File: config.mk
export PLATFORM = sky130hd
export DESIGN_NAME = kernel_stream_src
export DESIGN_NICKNAME = d
export VERILOG_FILES = /design/src/rtl/kernel_stream_src.sv
export SDC_FILE = /design/constraint.sdc
export NUM_CORES = 1
export LEC_CHECK = 0
export BUFFER_PORTS_ARGS = -buffer_cell sky130_fd_sc_hd__clkbuf_2
export CAP_MARGIN = 20
export CORE_AREA = 4 4 110 216
export DETAILED_ROUTE_END_ITERATION = 6
export DIE_AREA = 0 0 114 220
export GPL_TIMING_DRIVEN = 0
export PLACE_DENSITY = 0.78
export SYNTH_ARGS = -nofsm -noshare
export SYNTH_HDL_FRONTEND = slang
export SYNTH_SLANG_ARGS = --single-unit
File: constraint.sdc
create_clock -name clk -period 5.23 [get_ports clk]
set_input_delay 1.046 -clock clk [delete_from_list [all_inputs] [get_ports clk]]
set_output_delay 1.046 -clock clk [all_outputs]
set_load 0.02 [all_outputs]
File: src/rtl/kernel_stream_src.sv
// ============================================================================
//  Module      : kernel_stream_src
//  Description : Paired y/vn arithmetic-sequence stream source with optional
//                LFSR-driven valid throttling and a one-cycle done pulse.
//  Revision    : 1.0  initial release
// ============================================================================
`default_nettype none

module kernel_stream_src #(
  parameter int          STREAMW   = 32,
  parameter int          CNTW      = 16,
  parameter logic [15:0] LFSR_SEED = 16'hACE1
) (
  input  logic               clk,
  input  logic               rst,
  input  logic               start,
  input  logic [CNTW-1:0]    nelem,
  input  logic [STREAMW-1:0] y_base,
  input  logic [STREAMW-1:0] y_step,
  input  logic [STREAMW-1:0] vn_base,
  input  logic [STREAMW-1:0] vn_step,
  input  logic               throttle_en,
  input  logic               iready,
  output logic               ovalid_y,
  output logic               ovalid_vn,
  output logic [STREAMW-1:0] y,
  output logic [STREAMW-1:0] vn,
  output logic               busy,
  output logic               done,
  output logic [CNTW-1:0]    sent_cnt
);

  typedef enum logic [1:0] {
    S_IDLE = 2'd0,
    S_RUN  = 2'd1,
    S_DONE = 2'd2
  } state_t;

  state_t               r_state,    w_state_nxt;
  logic [CNTW-1:0]      r_nelem,    w_nelem_nxt;
  logic [STREAMW-1:0]   r_y_step,   w_y_step_nxt;
  logic [STREAMW-1:0]   r_vn_step,  w_vn_step_nxt;
  logic [STREAMW-1:0]   r_y,        w_y_nxt;
  logic [STREAMW-1:0]   r_vn,       w_vn_nxt;
  logic                 r_valid,    w_valid_nxt;
  logic [CNTW-1:0]      r_cnt,      w_cnt_nxt;
  logic [15:0]          r_lfsr;

  logic                 w_xfer;
  logic                 w_gate;
  logic [CNTW-1:0]      w_cnt_inc;
  logic                 w_lfsr_fb;

  assign w_xfer    = r_valid & iready;
  assign w_gate    = ~(throttle_en & r_lfsr[0]);
  assign w_cnt_inc = r_cnt + {{(CNTW-1){1'b0}}, 1'b1};
  // Fibonacci taps 16,14,13,11 map to bits 15,13,12,10.
  assign w_lfsr_fb = r_lfsr[15] ^ r_lfsr[13] ^ r_lfsr[12] ^ r_lfsr[10];

  always_comb begin
    w_state_nxt   = r_state;
    w_nelem_nxt   = r_nelem;
    w_y_step_nxt  = r_y_step;
    w_vn_step_nxt = r_vn_step;
    w_y_nxt       = r_y;
    w_vn_nxt      = r_vn;
    w_valid_nxt   = r_valid;
    w_cnt_nxt     = r_cnt;
    case (r_state)
      S_IDLE: begin
        if (start) begin
          w_cnt_nxt = '0;
          if (nelem != '0) begin
            w_state_nxt   = S_RUN;
            w_nelem_nxt   = nelem;
            w_y_step_nxt  = y_step;
            w_vn_step_nxt = vn_step;
            w_y_nxt       = y_base;
            w_vn_nxt      = vn_base;
            w_valid_nxt   = w_gate;
          end else begin
            w_state_nxt = S_DONE;
          end
        end
      end
      S_RUN: begin
        if (w_xfer) begin
          w_cnt_nxt = w_cnt_inc;
          if (w_cnt_inc == r_nelem) begin
            w_valid_nxt = 1'b0;
            w_state_nxt = S_DONE;
          end else begin
            w_y_nxt     = r_y + r_y_step;
            w_vn_nxt    = r_vn + r_vn_step;
            w_valid_nxt = w_gate;
          end
        end else if (!r_valid) begin
          w_valid_nxt = w_gate;
        end
      end
      S_DONE: begin
        w_state_nxt = S_IDLE;
      end
      default: begin
        w_state_nxt = S_IDLE;
        w_valid_nxt = 1'b0;
      end
    endcase
  end

  always_ff @(posedge clk or negedge rst) begin
    if (!rst) begin
      r_state   <= S_IDLE;
      r_nelem   <= '0;
      r_y_step  <= '0;
      r_vn_step <= '0;
      r_y       <= '0;
      r_vn      <= '0;
      r_valid   <= 1'b0;
      r_cnt     <= '0;
      r_lfsr    <= LFSR_SEED;
    end else begin
      r_state   <= w_state_nxt;
      r_nelem   <= w_nelem_nxt;
      r_y_step  <= w_y_step_nxt;
      r_vn_step <= w_vn_step_nxt;
      r_y       <= w_y_nxt;
      r_vn      <= w_vn_nxt;
      r_valid   <= w_valid_nxt;
      r_cnt     <= w_cnt_nxt;
      r_lfsr    <= {r_lfsr[14:0], w_lfsr_fb};
    end
  end

  assign ovalid_y  = r_valid;
  assign ovalid_vn = r_valid;
  assign y         = r_y;
  assign vn        = r_vn;
  assign busy      = (r_state == S_RUN);
  assign done      = (r_state == S_DONE);
  assign sent_cnt  = r_cnt;

endmodule

`default_nettype wire
==> results of run 1 <==
-- cell families (layout without fill, tap and decap cells) --
family	Yosys count	after routing	share of synthesized area, %
AND/OR/NAND/NOR	346	346	14.83
AO/OA/AOI/OAI	313	313	17.95
flip-flops	179	179	41.47
multiplexers	82	82	8.494
XOR/XNOR	81	81	6.553
buffers and inverters	80	344	3.063
adder cells (fa/ha/maj)	65	65	7.651
-- per-stage QoR --
stage | hold WS (ps) | power, mW
2_1_floorplan | 331.2 | 7.558
3_3_place_gp | 336.4 | 9.193
3_5_place_dp | 336.5 | 9.382
4_1_cts | 355.2 | 10.72
5_1_grt | 358.4 | 11.68
6_report | 351.5 | 10.74
-- flip-flops by register name, summed over array words and instances (netlist names) --
| register | flops |
|---|---|
| r_lfsr | 16 |
| y | 32 |
| vn | 32 |
| r_vn_step | 32 |
| sent_cnt | 16 |
| r_y_step | 32 |
| ovalid_vn | 1 |
| r_state | 2 |
| r_nelem | 16 |
-- metal layers --
layer	vias up	track usage, %	share of wire [%]
li1	4625	-	-
met1	4698	28.72	36
met2	396	48.00	52
met3	117	5.001	5.3
met4	0	17.32	6.1
met5	-	0	0
-- layout make-up --
class | instances | area (sq um) | share of cell area, %
multi-input cells | 887 | 6006 | 46.39
plain buffers | 60 | 256.5 | 1.981
flip-flops and latches | 179 | 4489 | 34.68
inverters | 20 | 75.07 | 0.5799
clock buffers | 19 | 442.9 | 3.422
well taps | 276 | 345.3 | 2.668
clock inverters | 12 | 132.6 | 1.025
repair buffers | 233 | 1197 | 9.250
-- worst min path at each step --
stage / slack [ps] / to / from / cells after the start
after floorplan: 330 / r_lfsr[2] / r_lfsr[1] / 0
after global placement: 340 / r_lfsr[15] / r_lfsr[14] / 0
after detailed placement: 340 / r_lfsr[9] / r_lfsr[8] / 0
after CTS: 360 / r_lfsr[4] / r_lfsr[3] / 0
after global routing: 360 / r_lfsr[4] / r_lfsr[3] / 0
final: 350 / r_lfsr[4] / r_lfsr[3] / 0
-- cell usage after synthesis, types with 4 or more instances --
cell type  instances
o21bai_1           8
nand3_1           21
a21oi_1          109
nor3_1            13
or3_1              7
inv_1             20
nand4_1           13
a41oi_1            6
xnor2_1           46
o21ai_0           51
o21a_1             6
buf_2             16
nand2b_1           5
dfstp_2            8
and2_1             4
nor4_1             5
o211ai_1           8
nand2_1          118
a211oi_1           7
o31ai_1            7
a31oi_1           35
a22o_1             4
clkbuf_1          39
mux2_2            78
ha_1              63
nor2_1           119
nor2b_1           15
a21o_1            28
and3_1             5
dfrtp_1          171
xor2_1            35
o21ai_1            9
-- power groups by stage --
stage                     Sequential (mW)  Combinational (mW)  Clock (mW)
after floorplan                      2.68                4.88           0
after global placement               2.47                6.72           0
after detailed placement             2.49                6.89           0
after CTS                            2.47                6.95        1.30
after global routing                 2.54                7.78        1.35
final                                2.48                6.98        1.28
==> impl_metrics.ini, run 1 <==
[status]
status = finished clean

[logic_synthesis]
ys_top_cells_by_area = dfrtp_1, mux2_2, ha_1
synth-seq-area-share_pct = 41.47
syn_area_sq_um = 10830
async_flop_share_pct = 100.0
synth_warnings = 0
synth_cell_types = 70
syn_area_per_cell_sq_um = 9.447
ys.flop_type = dfrtp_1
yosysTopAreaCell = dfrtp_1
synth_fp_nets = 1360
synthCells = 1146
synth_edf_count = 0
synth-seq-cells = 179
yosysTopAreaCellShare_pct = 39.52

[drt]
ant_nets = 0
remaining_drc_errors = 0
drtIter0Drc = 623
finalWirelength_microns = 33850
drt_pass1_iterations = 5
via_count = 9836
wl_per_cell_microns = 20.07
vias_per_cell = 5.834

[clock_tree]
root_buffer = clkbuf_16
htree_levels = 4
worstSkewPairLatency_ps = 460
cts.path.max_buffers = 2
worst_setup_hold_path_clk_slew_ps = 70
hold_buffers = 0
cts_repair_resize_count = 0
cts_tree = yes
cts.sinks = 179
post-cts-setup-buffers = 0
cts_buffers = 17

[critical_path]
required_ps = 4180
worstReg2RegStart = y[0]
timing.rr.end = y[30]
cpMaxStageDelayCell = clkbuf_1
crit_end = busy
cp_max_fo = 10
ff2ff_path_depth = 12
crit_chain = nand2b_1 > clkbuf_1 > inv_1 > clkbuf_1 > clkbuf_1 > clkbuf_2
crit_top_cell = clkbuf_1
cp_top_family = buffers and inverters
criticalPathCategory = reg2out
crit_cells = 6
arrival_ps = 2910
end_kind = output pin
startpoint = r_state[1]
path_buf_inv = 5
r2r_slack_ps = 1690
crit_path_start_kind = register
cpPeakStageDelay_ps = 640

[timing]
totalNegativeSetupSlack_ps = 0
skew_ps = 11.35
tightestPinTransition_ps = 851.5
layout_setup_ws_ps = 1273
setup_viol = 0
slew_headroom_pct = 43.23
min_period_ps = 3957
slew_viol_final = 0
hold_violations = 0
rsz0062_at_grt = no
fmax_mhz = 252.7
period_share_pct = 75.66

[place]
pre_cts_slack_ps = 1732
place_congestion = 0.9138
hpwlAfterDp_microns = 26170
io_buffer_count = 232
dp.cells = 1655
postPlaceCellArea_sq_um = 12370

[floorplanning]
rows = 77
start_util_pct = 48.86
core_sq_um = 22160
die_w_microns = 114
die-area_sq_um = 25080
die_h_microns = 220
io_pins = 233

[layout]
fin_cells = 1686
syn2layout_area_growth_pct = 19.57
final_util_pct = 58.42
finish.net_count = 1612
diodes = 0
drive_gt1_share_pct = 27.02
layout_common_cells = clkbuf_2, dfrtp_1, nor2_1
layout_commonest_cell = clkbuf_2
fin_area_sq_um = 12940
fill_cells = 2062

[global_routing]
first_global_vias = 10040
antenna_found_initial = 0
grt_pass1_wl_microns = 51830
overflow = 0
grt_start_max_net_pins = 98
globalRouteTotalUtil_pct = 26.98

[power]
power_switching_mw = 5.199
p_per_area_nw_per_um2 = 829.5
p_comb_share_pct = 65.0
clkPwrFrac_pct = 12.0
seq_power_share_pct = 23.1
power.internal_mw = 5.539
p_leak_nw = 6.037
peakVddDrop_mv = 0.4717
swShare_pct = 48.42

[job]
cap_viol_max_count = 0

[min_path]
worstHoldPathType = reg2reg
Note: power is estimated with default switching activity, not from simulation.
==> run 2, diff against run 1 <==
==> config.mk (replaced) <==
export PLATFORM = sky130hd
export DESIGN_NAME = kernel_stream_src
export DESIGN_NICKNAME = d
export VERILOG_FILES = /design/src/rtl/kernel_stream_src.sv
export SDC_FILE = /design/constraint.sdc
export NUM_CORES = 1
export LEC_CHECK = 0
export ABC_AREA = 1
export BUFFER_PORTS_ARGS = -buffer_cell sky130_fd_sc_hd__clkbuf_2
export CAP_MARGIN = 20
export CORE_AREA = 4 4 117 230
export DETAILED_ROUTE_END_ITERATION = 6
export DIE_AREA = 0 0 121 234
export GPL_TIMING_DRIVEN = 0
export PLACE_DENSITY = 0.8
export SYNTH_ARGS = -nofsm -noshare
export SYNTH_HDL_FRONTEND = slang
export SYNTH_SLANG_ARGS = --single-unit
==> constraint.sdc (replaced) <==
create_clock -name clk -period 3.4 [get_ports clk]
set_input_delay 0.68 -clock clk [delete_from_list [all_inputs] [get_ports clk]]
set_output_delay 0.68 -clock clk [all_outputs]
set_load 0.02 [all_outputs]
==> run 2 against run 1 <==
Utilization fell by 0.15 points. Area after synthesis is 14% higher. Global-route usage grew 1.7 points. Die area up 13%. Total power shrank 35%. Largest cell class unchanged. Count of clock-buffer cells in the layout shrank 2. Critical path depth shrank 3.
==> impl_metrics.ini, run 2 <==
[power]
peakVddDrop_mv = 0.3532
p_leak_nw = 7.738
power.total_mw = 6.974
p_per_area_nw_per_um2 = 476.1

[logic_synthesis]
synth-seq-area-share_pct = 36.23
ys.flop_type = dfrtp_1
synth-seq-cells = 179
async_flop_share_pct = 100.0
synth_common_cells = nand2_1, inv_1, dfrtp_1, nor2_1, nand3_1
synth_edf_count = 0
syn_area_per_cell_sq_um = 7.602
yosysTopAreaCell = dfrtp_1
synth_fp_nets = 1844
yosysMostFrequentCell = nand2_1
yosysTopAreaCellShare_pct = 34.53
synth_cell_types = 41
synthCells = 1630
syn_area_sq_um = 12390
ys_top_cells_by_area = dfrtp_1, nand2_1, ha_1
synth_warnings = 0

[timing]
slew_viol_final = 0
totalNegativeSetupSlack_ps = 0
slew_headroom_pct = 34.23
setup_viol = 0
period_share_pct = 89.22
min_period_ps = 3033
skew_ps = 11.45
hold_violations = 0
rsz0062_at_grt = no
fmax_mhz = 329.7
tightestPinTransition_ps = 986.6

[place]
place_congestion = 0.9959
hpwlAfterDp_microns = 32700
dp.cells = 2199
io_buffer_count = 232

[clock_tree]
worst_setup_hold_path_clk_slew_ps = 80
root_buffer = clkbuf_16
cts.path.max_buffers = 2
hold_buffers = 0
cts.sinks = 179
cts_buffers = 17
cts_tree = yes
worstSkewPairLatency_ps = 460
htree_levels = 4
post-cts-setup-buffers = 0
cts_repair_resize_count = 0

[critical_path]
criticalPathCategory = reg2out
end_kind = output pin
cp_max_fo = 10
path_buf_inv = 2
cpMaxStageDelayCell = clkbuf_1
crit_chain = nor2_1 > clkbuf_1 > clkbuf_2
arrival_ps = 2350
required_ps = 2720
crit_path_start_kind = register
cpPeakStageDelay_ps = 690
cp_top_family = buffers and inverters
r2r_slack_ps = 410

[layout]
finish.net_count = 2096
layout_commonest_cell = nand2_1
drive_gt1_share_pct = 25.70
diodes = 0
syn2layout_area_growth_pct = 18.21
fin_cells = 2231
layout_common_cells = nand2_1, clkbuf_2, inv_1

[floorplanning]
start_util_pct = 49.29
io_pins = 233
die_w_microns = 121
die_h_microns = 234
die-area_sq_um = 28310
core_sq_um = 25140
rows = 82

[drt]
drtIter0Drc = 714
vias_per_cell = 5.385
ant_nets = 0
wl_per_cell_microns = 18.00
drt_pass1_iterations = 7
via_count = 12010
remaining_drc_errors = 0
finalWirelength_microns = 40170

[global_routing]
first_global_vias = 12250
antenna_found_initial = 1
grt_start_max_net_pins = 91
grt_pass1_wl_microns = 62710
globalRouteTotalUtil_pct = 28.70
overflow = 0

[status]
status = finished clean

[min_path]
worstHoldPathType = in2async

[job]
cap_viol_max_count = 0
[run 2: cell count changes in the layout (fill, tap and decap cells not counted), sizes merged, moves of 32 or more]
cell | previous run | this run
xnor2 | 46 | 14
o21ai | 60 | 138
nand3 | 22 | 113
xor2 | 35 | 2
inv | 22 | 192
nand2 | 118 | 480
[run 2: through the flow]
| stage | instance area, sq um | hold slack, ps | setup WS, ps | utilization [%] |
|---|---|---|---|---|
| finish | 14650 | 279.2 | 366.6 | 58.27 |
| global route | 14650 | 321.3 | 292.9 | 58.27 |
| CTS | 14650 | 282.8 | 419.4 | 58.27 |
| detailed placement | 14010 | 337.8 | 211.8 | 55.73 |
| global placement | 13970 | 338.6 | -1664 | 55.58 |
| floorplan | 12390 | 331.2 | 1136 | - |
[run 2: final cells by class]
class | count | area [sq um]
buffer | 40 | 316.6
clock inverter | 15 | 212.7
tap | 336 | 420.4
clock buffer | 17 | 425.4
fill | 2364 | 10490
timing repair buffer | 233 | 1197
multi-input combinational | 1227 | 6894
inverter | 184 | 690.7
sequential | 179 | 4489
[run 2: cell families after synthesis]
family | synth area share, %
xor+xnor | 1.131
buf+inv | 8.129
compound gates | 13.23
simple gates | 28.27
mux | 6.321
fa+ha+maj | 6.685
flops | 36.23
[run 2: final timing paths]
kind	from	end	cells past startpoint
max	r_state[1]	busy	3
min	rst	r_lfsr[12]	1
max reg2reg	r_state[1]	sent_cnt[5]	6
min reg2reg	r_lfsr[9]	r_lfsr[10]	0
max in group asynchronous	rst	r_vn_step[21]	2
min in group clk	r_lfsr[9]	r_lfsr[10]	0
[run 2: routing by layer]
metal / wire length (microns) / vias to the layer above / track usage, %
li1: - / 5866 / -
met2: 21500 / 440 / 53.87
met3: 1923 / 140 / 3.838
met1: 14230 / 5566 / 29.16
met4: 2509 / 2 / 18.65
met5: 11 / - / 0
[run 2: report_power, final]
part | switching, mW | internal (mW) | leakage [nW]
logic | 1.35 | 0.794 | 5.08
clock network | 0.964 | 1.20 | 0.312
registers | 0.300 | 2.37 | 2.35
total | 2.61 | 4.36 | 7.74
[run 2: worst reg2reg max path: stages (launching register included)]
cell      delay [ps]
dfrtp_1          460
nor2_1           430
inv_2            200
clkbuf_1         380
nor2_1           770
inv_1            370
o22ai_1          280
==> run 3, diff against run 2 <==
--- a/config.mk
+++ b/config.mk
@@ -12,7 +12,7 @@
 export DETAILED_ROUTE_END_ITERATION = 6
 export DIE_AREA = 0 0 121 234
 export GPL_TIMING_DRIVEN = 0
-export PLACE_DENSITY = 0.8
+export PLACE_DENSITY = 0.77
 export SYNTH_ARGS = -nofsm -noshare
 export SYNTH_HDL_FRONTEND = slang
 export SYNTH_SLANG_ARGS = --single-unit
==> constraint.sdc (replaced) <==
create_clock -name clk -period 3.3 [get_ports clk]
set_input_delay 0.66 -clock clk [delete_from_list [all_inputs] [get_ports clk]]
set_output_delay 0.66 -clock clk [all_outputs]
set_load 0.02 [all_outputs]
==> run 3 against run 2 <==
Critical path type is now reg2reg. First-iteration DRC count is 7.0% lower. Largest power group unchanged. Sequential share of layout area grew 0.065 points. Non-clock buffer count stayed put.
==> impl_metrics.ini, run 3 (same netlist as run 2, synthesis figures left out) <==
[status]
status = finished clean

[clock_tree]
cts_repair_resize_count = 0
cts_buffers = 17
root_buffer = clkbuf_16
post-cts-setup-buffers = 0
htree_levels = 4
worstSkewPairLatency_ps = 470
cts_tree = yes
hold_buffers = 0
cts.path.max_buffers = 2
worst_setup_hold_path_clk_slew_ps = 80
cts.sinks = 179

[timing]
fmax_mhz = 334.3
layout_setup_ws_ps = 308.6
hold_violations = 0
holdWs_ps = 216.0
skew_ps = 13.98
rsz0062_at_grt = no
slew_headroom_pct = 30.81
period_share_pct = 90.65
slew_viol_final = 0
setup_viol = 0
min_period_ps = 2991
tightestPinTransition_ps = 1038

[critical_path]
cpPeakStageDelay_ps = 810
required_ps = 3680
arrival_ps = 3370
cp_max_fo = 10
crit_end = sent_cnt[7]
crit_path_start_kind = register
startpoint = r_state[1]
worstReg2RegStart = r_state[1]
timing.rr.end = sent_cnt[7]
crit_chain = nor2_1 > inv_2 > clkbuf_1 > nor2_1 > inv_1 > o22ai_1
ff2ff_path_depth = 6
r2r_slack_ps = 310
cpMaxStageDelayCell = nor2_1
criticalPathCategory = reg2reg
crit_top_cell = nor2_1
end_kind = register

[floorplanning]
die_w_microns = 121
io_pins = 233
die_h_microns = 234
die-area_sq_um = 28310
rows = 82
core_sq_um = 25140
start_util_pct = 49.29

[drt]
drtIter0Drc = 664
finalWirelength_microns = 40310
wl_per_cell_microns = 18.07
vias_per_cell = 5.398
drt_pass1_iterations = 5
ant_nets = 0
remaining_drc_errors = 0
via_count = 12040

[layout]
multi_input_area_sq_um = 6894
fill_cells = 2410
syn2layout_area_growth_pct = 17.95
layout_common_cells = nand2_1, clkbuf_2, inv_1
layout_commonest_cell = nand2_1
finish.net_count = 2096
seq_area_sq_um = 4489
final_util_pct = 58.14
drive_gt1_share_pct = 25.70
diodes = 0

[place]
hpwlAfterDp_microns = 32870
place_congestion = 0.9850
io_buffer_count = 232
pre_cts_slack_ps = 204.0

[global_routing]
grt_start_max_net_pins = 104
overflow = 0
antenna_found_initial = 0
globalRouteTotalUtil_pct = 28.87
first_global_vias = 12250
grt_pass1_wl_microns = 63010

[power]
p_per_area_nw_per_um2 = 483.9
peakVddDrop_mv = 0.3523
power.total_mw = 7.072
p_leak_nw = 7.724

[job]
cap_viol_max_count = 0

[min_path]
worstHoldPathType = in2async
-- run 3: cell count changes in the layout (fill, tap and decap cells not counted), sizes merged --
| cell | previous run | this run |
|---|---|---|
| bufinv | 3 | 1 |
| clkinvlp | 1 | 0 |
| clkinv | 3 | 6 |
-- run 3: worst min-delay path by stage --
stage	startpoint	end	slack (ps)	cells after the start
after floorplan	r_lfsr[1]	r_lfsr[2]	330	0
after global placement	r_lfsr[2]	r_lfsr[3]	340	0
after detailed placement	r_lfsr[4]	r_lfsr[5]	340	0
after CTS	rst	r_lfsr[4]	210	1
after global routing	rst	r_lfsr[4]	250	1
final	rst	r_lfsr[1]	220	1
-- run 3: through the flow --
step	cell area (sq um)	instances	setup TNS (ps)
final	14620	2231	0
after global routing	14620	2231	0
after CTS	14620	2231	0
after detailed placement	14010	2199	0
after global placement	13970	2198	-308300
after floorplan	12390	1630	0
-- run 3: final cells by class --
cell class,instances,area share (%)
multi-input cells,1227,47.17
repair buffers,233,8.193
clock buffers,17,2.911
clock inverters,15,1.241
well taps,336,2.876
plain buffers,40,2.166
inverters,184,4.726
flip-flops and latches,179,30.72
-- run 3: metal layers --
metal  global-route usage [%]  part of all wire [%]  vias up
met5                        0                     0        -
met4                    19.61                   6.9        0
met3                    4.610                   4.9      146
met2                    53.14                    53      441
met1                    29.39                    35     5600
li1                         -                     -     5856
-- run 3: report_power, final --
part | switching (mW) | total [mW] | internal, mW
Combinational | 1.38 | 2.20 | 0.818
Sequential | 0.305 | 2.74 | 2.44
Clock | 1.04 | 2.13 | 1.09
Total | 2.73 | 7.07 | 4.35
-- run 3: worst max-delay path: cells and delay by family, from the launching register on --
kind | cells | cell delay, ps
compound gates | 1 | 250
buf+inv | 3 | 940
flops | 1 | 450
simple gates | 2 | 1260
